[src/rtl/rtc_bus_cycle_if.sv]
`default_nettype none
// ============================================================================
//  Module   : rtc_bus_cycle_if
//  Purpose  : Bundles the request/response handshake between the RTC
//             sequencing FSM and the bus-cycle engine together with the RTC
//             pin-level signals (strobes, A/D select, multiplexed AD bus).
//  Revision : 1.0  initial release
// ----------------------------------------------------------------------------
//  Signals
//    req       start request (sampled by the engine only while idle)
//    rd_nwr    1 = read cycle, 0 = write cycle, captured with req
//    addr      RTC register address, captured with req
//    wdata     write data, captured with req
//    busy      transaction in flight (first phase through the done cycle)
//    done      one-cycle pulse at the end of a transaction
//    rdata     last byte read from the RTC
//    rtc_cs_n  chip select, active low
//    rtc_rd_n  read strobe, active low
//    rtc_wr_n  write strobe, active low
//    rtc_ad    0 = address phase, 1 = data phase
//    ad_out    value driven onto the AD bus
//    ad_oe     AD bus output enable (1 = drive)
//    ad_in     AD bus readback from the pad
//  Modports
//    master  requester / pad side (drives request fields and ad_in)
//    slave   bus-cycle engine
// ============================================================================
interface rtc_bus_cycle_if;
  logic       req;
  logic       rd_nwr;
  logic [7:0] addr;
  logic [7:0] wdata;
  logic       busy;
  logic       done;
  logic [7:0] rdata;
  logic       rtc_cs_n;
  logic       rtc_rd_n;
  logic       rtc_wr_n;
  logic       rtc_ad;
  logic [7:0] ad_out;
  logic       ad_oe;
  logic [7:0] ad_in;

  modport master (
    output req, rd_nwr, addr, wdata, ad_in,
    input  busy, done, rdata, rtc_cs_n, rtc_rd_n, rtc_wr_n, rtc_ad, ad_out, ad_oe
  );

  modport slave (
    input  req, rd_nwr, addr, wdata, ad_in,
    output busy, done, rdata, rtc_cs_n, rtc_rd_n, rtc_wr_n, rtc_ad, ad_out, ad_oe
  );
endinterface
`default_nettype wire

[src/rtl/rtc_bus_cycle.sv]
`default_nettype none
// ============================================================================
//  Module   : rtc_bus_cycle
//  Purpose  : Physical-bus engine for the RTC. Turns one byte-transfer
//             request into a timed multiplexed address/data bus cycle:
//             an address write phase, a chip-select gap, then a data phase
//             (write or read), followed by a one-cycle done pulse.
//  Revision : 1.0  initial release
// ----------------------------------------------------------------------------
//  Parameters
//    T_SU   setup cycles before a strobe falls          (>= 1)
//    T_PW   strobe low-width cycles                      (>= 1)
//    T_HD   hold cycles after a strobe rises             (>= 1)
//    T_GAP  chip-select-high cycles between the phases   (>= 1)
//    CW     width of the phase counter, must hold max(T_*)
//  Ports
//    clk    system clock
//    clr    synchronous active-high reset
//    bus    rtc_bus_cycle_if.slave: request handshake and RTC pins
// ============================================================================
module rtc_bus_cycle #(
  parameter int T_SU  = 2,
  parameter int T_PW  = 10,
  parameter int T_HD  = 3,
  parameter int T_GAP = 4,
  parameter int CW    = 8
) (
  input  wire logic     clk,
  input  wire logic     clr,
  rtc_bus_cycle_if.slave bus
);

  // Terminal counter values: a phase ends when the counter reaches T_x - 1.
  localparam logic [CW-1:0] SU_LAST  = CW'(T_SU  - 1);
  localparam logic [CW-1:0] PW_LAST  = CW'(T_PW  - 1);
  localparam logic [CW-1:0] HD_LAST  = CW'(T_HD  - 1);
  localparam logic [CW-1:0] GAP_LAST = CW'(T_GAP - 1);

  typedef enum logic [3:0] {
    S_IDLE    = 4'd0,
    S_A_SETUP = 4'd1,
    S_A_PULSE = 4'd2,
    S_A_HOLD  = 4'd3,
    S_GAP     = 4'd4,
    S_D_SETUP = 4'd5,
    S_D_PULSE = 4'd6,
    S_D_HOLD  = 4'd7,
    S_DONE    = 4'd8
  } state_t;

  state_t        state_q, state_d;
  logic [CW-1:0] cnt_q,   cnt_d;

  // Request fields captured at acceptance.
  logic          rnw_q,   rnw_d;
  logic [7:0]    addr_q,  addr_d;
  logic [7:0]    wdata_q, wdata_d;

  // Registered outputs.
  logic          cs_n_q,   cs_n_d;
  logic          rd_n_q,   rd_n_d;
  logic          wr_n_q,   wr_n_d;
  logic          rtc_ad_q, rtc_ad_d;
  logic          ad_oe_q,  ad_oe_d;
  logic [7:0]    ad_out_q, ad_out_d;
  logic          busy_q,   busy_d;
  logic          done_q,   done_d;
  logic [7:0]    rdata_q,  rdata_d;

  // --------------------------------------------------------------------------
  // Next-state, counter and output decode.
  // Outputs are decoded from the *next* state and registered alongside it,
  // so every pin changes on the same edge the state changes and all outputs
  // come straight from flops.
  // --------------------------------------------------------------------------
  always_comb begin
    state_d  = state_q;
    cnt_d    = cnt_q + CW'(1);
    rnw_d    = rnw_q;
    addr_d   = addr_q;
    wdata_d  = wdata_q;
    rdata_d  = rdata_q;

    case (state_q)
      S_IDLE: begin
        if (bus.req) begin
          state_d = S_A_SETUP;
          rnw_d   = bus.rd_nwr;
          addr_d  = bus.addr;
          wdata_d = bus.wdata;
        end
      end
      S_A_SETUP: if (cnt_q == SU_LAST)  state_d = S_A_PULSE;
      S_A_PULSE: if (cnt_q == PW_LAST)  state_d = S_A_HOLD;
      S_A_HOLD:  if (cnt_q == HD_LAST)  state_d = S_GAP;
      S_GAP:     if (cnt_q == GAP_LAST) state_d = S_D_SETUP;
      S_D_SETUP: if (cnt_q == SU_LAST)  state_d = S_D_PULSE;
      S_D_PULSE: begin
        if (cnt_q == PW_LAST) begin
          state_d = S_D_HOLD;
          // Capture on the last low cycle of RD_n, when the RTC data has
          // had the full strobe width to settle.
          if (rnw_q) begin
            rdata_d = bus.ad_in;
          end
        end
      end
      S_D_HOLD:  if (cnt_q == HD_LAST)  state_d = S_DONE;
      S_DONE:    state_d = S_IDLE;
      default:   state_d = S_IDLE;
    endcase

    // Counter restarts on every state entry and is parked at zero in IDLE.
    if ((state_d != state_q) || (state_d == S_IDLE)) begin
      cnt_d = '0;
    end

    // Idle pin levels are the default for every state.
    cs_n_d   = 1'b1;
    rd_n_d   = 1'b1;
    wr_n_d   = 1'b1;
    rtc_ad_d = 1'b1;
    ad_oe_d  = 1'b0;
    ad_out_d = 8'h00;
    busy_d   = 1'b1;
    done_d   = 1'b0;

    case (state_d)
      S_IDLE: begin
        busy_d = 1'b0;
      end
      S_A_SETUP, S_A_HOLD: begin
        cs_n_d   = 1'b0;
        rtc_ad_d = 1'b0;
        ad_oe_d  = 1'b1;
        ad_out_d = addr_d;
      end
      S_A_PULSE: begin
        // The address is always latched into the RTC with WR_n, even when
        // the transaction is a read.
        cs_n_d   = 1'b0;
        rtc_ad_d = 1'b0;
        ad_oe_d  = 1'b1;
        ad_out_d = addr_d;
        wr_n_d   = 1'b0;
      end
      S_GAP: begin
        // Chip select released, bus undriven.
      end
      S_D_SETUP, S_D_HOLD: begin
        cs_n_d = 1'b0;
        if (!rnw_d) begin
          ad_oe_d  = 1'b1;
          ad_out_d = wdata_d;
        end
      end
      S_D_PULSE: begin
        cs_n_d = 1'b0;
        if (rnw_d) begin
          // Bus released for the whole read phase so the RTC can drive it.
          rd_n_d = 1'b0;
        end else begin
          wr_n_d   = 1'b0;
          ad_oe_d  = 1'b1;
          ad_out_d = wdata_d;
        end
      end
      S_DONE: begin
        done_d = 1'b1;
      end
      default: begin
        busy_d = 1'b0;
      end
    endcase
  end

  // --------------------------------------------------------------------------
  // State, counter, capture and output registers.
  // --------------------------------------------------------------------------
  always_ff @(posedge clk) begin
    if (clr) begin
      state_q  <= S_IDLE;
      cnt_q    <= '0;
      rnw_q    <= 1'b0;
      addr_q   <= 8'h00;
      wdata_q  <= 8'h00;
      cs_n_q   <= 1'b1;
      rd_n_q   <= 1'b1;
      wr_n_q   <= 1'b1;
      rtc_ad_q <= 1'b1;
      ad_oe_q  <= 1'b0;
      ad_out_q <= 8'h00;
      busy_q   <= 1'b0;
      done_q   <= 1'b0;
      rdata_q  <= 8'h00;
    end else begin
      state_q  <= state_d;
      cnt_q    <= cnt_d;
      rnw_q    <= rnw_d;
      addr_q   <= addr_d;
      wdata_q  <= wdata_d;
      cs_n_q   <= cs_n_d;
      rd_n_q   <= rd_n_d;
      wr_n_q   <= wr_n_d;
      rtc_ad_q <= rtc_ad_d;
      ad_oe_q  <= ad_oe_d;
      ad_out_q <= ad_out_d;
      busy_q   <= busy_d;
      done_q   <= done_d;
      rdata_q  <= rdata_d;
    end
  end

  assign bus.rtc_cs_n = cs_n_q;
  assign bus.rtc_rd_n = rd_n_q;
  assign bus.rtc_wr_n = wr_n_q;
  assign bus.rtc_ad   = rtc_ad_q;
  assign bus.ad_oe    = ad_oe_q;
  assign bus.ad_out   = ad_out_q;
  assign bus.busy     = busy_q;
  assign bus.done     = done_q;
  assign bus.rdata    = rdata_q;

endmodule
`default_nettype wire

[src/flat_wrapper.sv]
// flat-port wrapper written by rule: the top's interface ports become plain ports
module rtc_bus_cycle_flat 
#(
  parameter int T_SU  = 2,
  parameter int T_PW  = 10,
  parameter int T_HD  = 3,
  parameter int T_GAP = 4,
  parameter int CW    = 8
)
  (clk, clr, bus_req, bus_rd_nwr, bus_addr, bus_wdata, bus_ad_in, bus_busy, bus_done, bus_rdata, bus_rtc_cs_n, bus_rtc_rd_n, bus_rtc_wr_n, bus_rtc_ad, bus_ad_out, bus_ad_oe);
  rtc_bus_cycle_if bus_i ();
  input  wire logic clk;
  input  wire logic clr;
  input wire logic [$bits(bus_i.req)-1:0] bus_req;
  input wire logic [$bits(bus_i.rd_nwr)-1:0] bus_rd_nwr;
  input wire logic [$bits(bus_i.addr)-1:0] bus_addr;
  input wire logic [$bits(bus_i.wdata)-1:0] bus_wdata;
  input wire logic [$bits(bus_i.ad_in)-1:0] bus_ad_in;
  output wire logic [$bits(bus_i.busy)-1:0] bus_busy;
  output wire logic [$bits(bus_i.done)-1:0] bus_done;
  output wire logic [$bits(bus_i.rdata)-1:0] bus_rdata;
  output wire logic [$bits(bus_i.rtc_cs_n)-1:0] bus_rtc_cs_n;
  output wire logic [$bits(bus_i.rtc_rd_n)-1:0] bus_rtc_rd_n;
  output wire logic [$bits(bus_i.rtc_wr_n)-1:0] bus_rtc_wr_n;
  output wire logic [$bits(bus_i.rtc_ad)-1:0] bus_rtc_ad;
  output wire logic [$bits(bus_i.ad_out)-1:0] bus_ad_out;
  output wire logic [$bits(bus_i.ad_oe)-1:0] bus_ad_oe;
  assign bus_i.req = bus_req;
  assign bus_i.rd_nwr = bus_rd_nwr;
  assign bus_i.addr = bus_addr;
  assign bus_i.wdata = bus_wdata;
  assign bus_i.ad_in = bus_ad_in;
  assign bus_busy = bus_i.busy;
  assign bus_done = bus_i.done;
  assign bus_rdata = bus_i.rdata;
  assign bus_rtc_cs_n = bus_i.rtc_cs_n;
  assign bus_rtc_rd_n = bus_i.rtc_rd_n;
  assign bus_rtc_wr_n = bus_i.rtc_wr_n;
  assign bus_rtc_ad = bus_i.rtc_ad;
  assign bus_ad_out = bus_i.ad_out;
  assign bus_ad_oe = bus_i.ad_oe;
  rtc_bus_cycle #(.T_SU(T_SU), .T_PW(T_PW), .T_HD(T_HD), .T_GAP(T_GAP), .CW(CW)) u_core (.clk(clk), .clr(clr), .bus(bus_i));
endmodule
[config.mk]
export PLATFORM = sky130hd
export DESIGN_NAME = rtc_bus_cycle_flat
export DESIGN_NICKNAME = d
export VERILOG_FILES = /design/src/rtl/rtc_bus_cycle_if.sv /design/src/rtl/rtc_bus_cycle.sv /design/src/flat_wrapper.sv
export SDC_FILE = /design/constraint.sdc
export NUM_CORES = 1
export LEC_CHECK = 0
export BUFFER_PORTS_ARGS = -buffer_cell sky130_fd_sc_hd__buf_2
export CAP_MARGIN = 40
export CORE_MARGIN = 3
export CORE_UTILIZATION = 46
export DETAILED_ROUTE_END_ITERATION = 12
export PLACE_DENSITY = 0.7
export SYNTH_ARGS = -nofsm -noshare
export SYNTH_HDL_FRONTEND = slang
export SYNTH_SLANG_ARGS = --single-unit
[constraint.sdc]
create_clock -name clk -period 2.1 [get_ports clk]
set_input_delay 0.42 -clock clk [delete_from_list [all_inputs] [get_ports clk]]
set_output_delay 0.42 -clock clk [all_outputs]
set_load 0.02 [all_outputs]
==> flow_metrics.env <==
export IMPL_yosysTopAreaCell="dfxtp_1"
export IMPL_die_area_sq_um=5520
export IMPL_min_period_over_period_pct=95.4
export IMPL_syn_inst=226
export IMPL_powerDensity_nw_per_um2=713
export IMPL_fin_nets=309
export IMPL_drc=0
export IMPL_min_path_type="in -> reg"
export IMPL_grt_pass1_vias=1664
export IMPL_seqCellArea_sq_um=1040
export IMPL_final_cell_area_sq_um=2560
export IMPL_io_pins=51
export IMPL_gr_total_overflow=0
export IMPL_initial_core_util_pct=48.3
export IMPL_gr_max_usage_layer="met2"
export IMPL_rsz0062_at_grt="no"
export IMPL_finalHoldViolations=0
export IMPL_drt_wl_total_mm=4.67
export IMPL_finalCoreUtilization_pct=57.7
export IMPL_port_buffers=50
export IMPL_netlist_area_sq_um=2150
export IMPL_path_class="reg -> reg"
export IMPL_fillers=412
export IMPL_tightest_slew_ns=0.652
export IMPL_endpoint_kind="flop"
export IMPL_num_rows=24
export IMPL_finalSetupViolations=0
export IMPL_die_x_um=74.3
export IMPL_crit_start="u_core.cnt_q[6]"
export IMPL_fp_dieH_um=74.3
export IMPL_synth_ff_type="dfxtp_1"
export IMPL_antenna_cells=0
export IMPL_yosysMostFrequentCell="dfxtp_1"
export IMPL_cts_buffers_inserted=5
export IMPL_avgViaCountPerCell=5.47
export IMPL_synth_enable_flop_cells=0
export IMPL_ys_async_sr_fraction_pct=0
export IMPL_hpwlAfterDp_mm=3.29
export IMPL_clk_pin_slew_ns=0.09
export IMPL_core_area_sq_um=4440
export IMPL_clock_tree_buffer_depth=2
export IMPL_drive_gt1_share_pct=29.7
export IMPL_antenna_found_initial=0
export IMPL_cts_root_buf="clkbuf_8"
export IMPL_fin_setup_tns_ns=0
export IMPL_holdCritStartpoint="bus_ad_in[7]"
export IMPL_fin_hold_ws_ns=0.346
export IMPL_syn_avg_cell_area_sq_um=9.50
export IMPL_use_met3_pct=4.32
export IMPL_area_growth_synth_to_final_pct=19.3
export IMPL_numClockSinks=52
export IMPL_arrival_ns=2.18
export IMPL_min_delay_path_depth=3
export IMPL_peakVddDrop_mv=0.393
export IMPL_yosys_warnings=0
export IMPL_drt_first_iter_violations=65
export IMPL_slew_viol_final=0
export IMPL_worst_path_max_fanout=8
export IMPL_status="finished, final reports clean"
export IMPL_skew_ns=0.0127
export IMPL_grtUsageTotal_pct=17.6
export IMPL_synthTopCellsByCount="52 x dfxtp_1, 29 x nor2_1, 23 x nand3_1"
export IMPL_synth_area_leaders="dfxtp_1 48%, nand3_1 5.4%, mux2i_1 5.1%"
export IMPL_maxSlewHeadroom_pct=55.3
export IMPL_multi_input_area_sq_um=1010
export IMPL_fmax_mhz=499
export IMPL_ys_types=45
export IMPL_r2r_start="u_core.cnt_q[6]"
export IMPL_detail_route_antenna_nets=0
export IMPL_cts_tree="built"
export IMPL_maxCapViolCount=0
export IMPL_grt_max_degree=36
export IMPL_wire_per_inst_um=14.1
export IMPL_synthesis_nets=257
export IMPL_period_minus_slack_ns=2.00
export IMPL_num_vias=1812
export IMPL_grt_util_met1_pct=23.8
export IMPL_yosysSeqAreaShare_pct=48.5
export IMPL_globalplace_congestion=0.846
export IMPL_dpl_cell_area_sq_um=2460
export IMPL_drtPass1Iterations=4
export IMPL_power_leakage_nw=1.09
export IMPL_required_ns=2.27
export IMPL_grtUsageMet2_pct=27.9
export IMPL_clk_latency_ns=0.31
export IMPL_start_kind="flop"
export IMPL_grt_pass1_wl_mm=7.62
export IMPL_yosysTopAreaCellShare_pct=48.5
export IMPL_postSynthRegisterBits=52
export IMPL_ff2ff_path_depth=5
export IMPL_htree_levels=2
==> cells by family (layout without fill, tap and decap cells) <==
group | count (synthesis) | after routing | synth area share [%]
mux | 12 | 12 | 5.65
xor+xnor | 7 | 7 | 2.86
compound gates | 52 | 52 | 15.5
fa+ha+maj | 3 | 3 | 1.75
flops | 52 | 52 | 48.5
buf+inv | 21 | 74 | 4.89
simple gates | 79 | 79 | 20.9
==> worst max-delay path, stage by stage, from the launching register on <==
cell	delay, ns
dfxtp_1	0.36
or4_4	0.54
or4_1	0.56
buf_4	0.21
mux2i_1	0.16
nor2_1	0.05
==> routing by layer <==
metal,up-vias,share of wire (%)
li1,917,-
met1,841,47
met2,48,47
met3,6,5.3
met4,0,1.2
met5,-,0
==> registers in the layout, indices dropped and copies added (netlist names) <==
signal	flops
u_core.addr_q	8
u_core.bus.ad_out	8
u_core.bus.rdata	8
u_core.cnt_q	8
u_core.wdata_q	8
u_core.state_q	4
u_core.bus.ad_oe	1
u_core.bus.busy	1
u_core.bus.done	1
u_core.bus.rtc_ad	1
u_core.bus.rtc_cs_n	1
u_core.bus.rtc_rd_n	1
u_core.bus.rtc_wr_n	1
u_core.rnw_q	1
==> where the power goes <==
group          switching (mW)  total, mW  internal [mW]
registers              0.0182       1.05           1.03
clock network           0.317      0.555          0.238
logic                   0.131      0.226         0.0949
total                   0.467       1.83           1.36
==> repair_timing <==
action,CTS,global route
hold buffers,0,0
buffers inserted,0,1
endpoints found under the setup margin,0,19
gates resized for setup,0,2
==> placed cells by master (no fill, tap or decap), types with 2 or more instances in the layout <==
cell	n
a21oi_1	18
a32oi_1	8
and3_1	2
buf_2	50
buf_4	13
clkbuf_8	5
dfxtp_1	52
ha_1	3
inv_1	2
mux2i_1	11
nand2_1	2
nand3_1	23
nand3b_1	2
nor2_1	29
nor3_1	3
nor4_1	3
o21ai_0	17
or2_2	2
xnor2_1	3
xor2_1	4
==> layout make-up <==
class / instances / share of cell area (%)
Sequential cell: 52 / 40.6
Inverter: 3 / 0.439
Multi-Input combinational cell: 153 / 39.5
Clock inverter: 2 / 0.537
Clock buffer: 6 / 2.83
Timing Repair Buffer: 63 / 13.6
Tap cell: 52 / 2.54
==> through the flow <==
stage / total power [mW] / instances / worst slack (ns)
2_1_floorplan: 1.22 / 226 / 0.165
3_3_place_gp: 1.29 / 322 / 0.0983
3_5_place_dp: 1.30 / 322 / 0.0559
4_1_cts: 1.85 / 330 / 0.00514
5_1_grt: 1.91 / 331 / 0.00516
6_report: 1.83 / 331 / 0.0965
==> path summary, 6_finish.rpt <==
path / end / slack (ns)
max reg2reg: u_core.bus.rdata[5] / 0.1
max: u_core.bus.rdata[5] / 0.1
min reg2reg: u_core.wdata_q[5] / 0.49
min: u_core.bus.rdata[7] / 0.35
(Power assumes the default switching activity.)
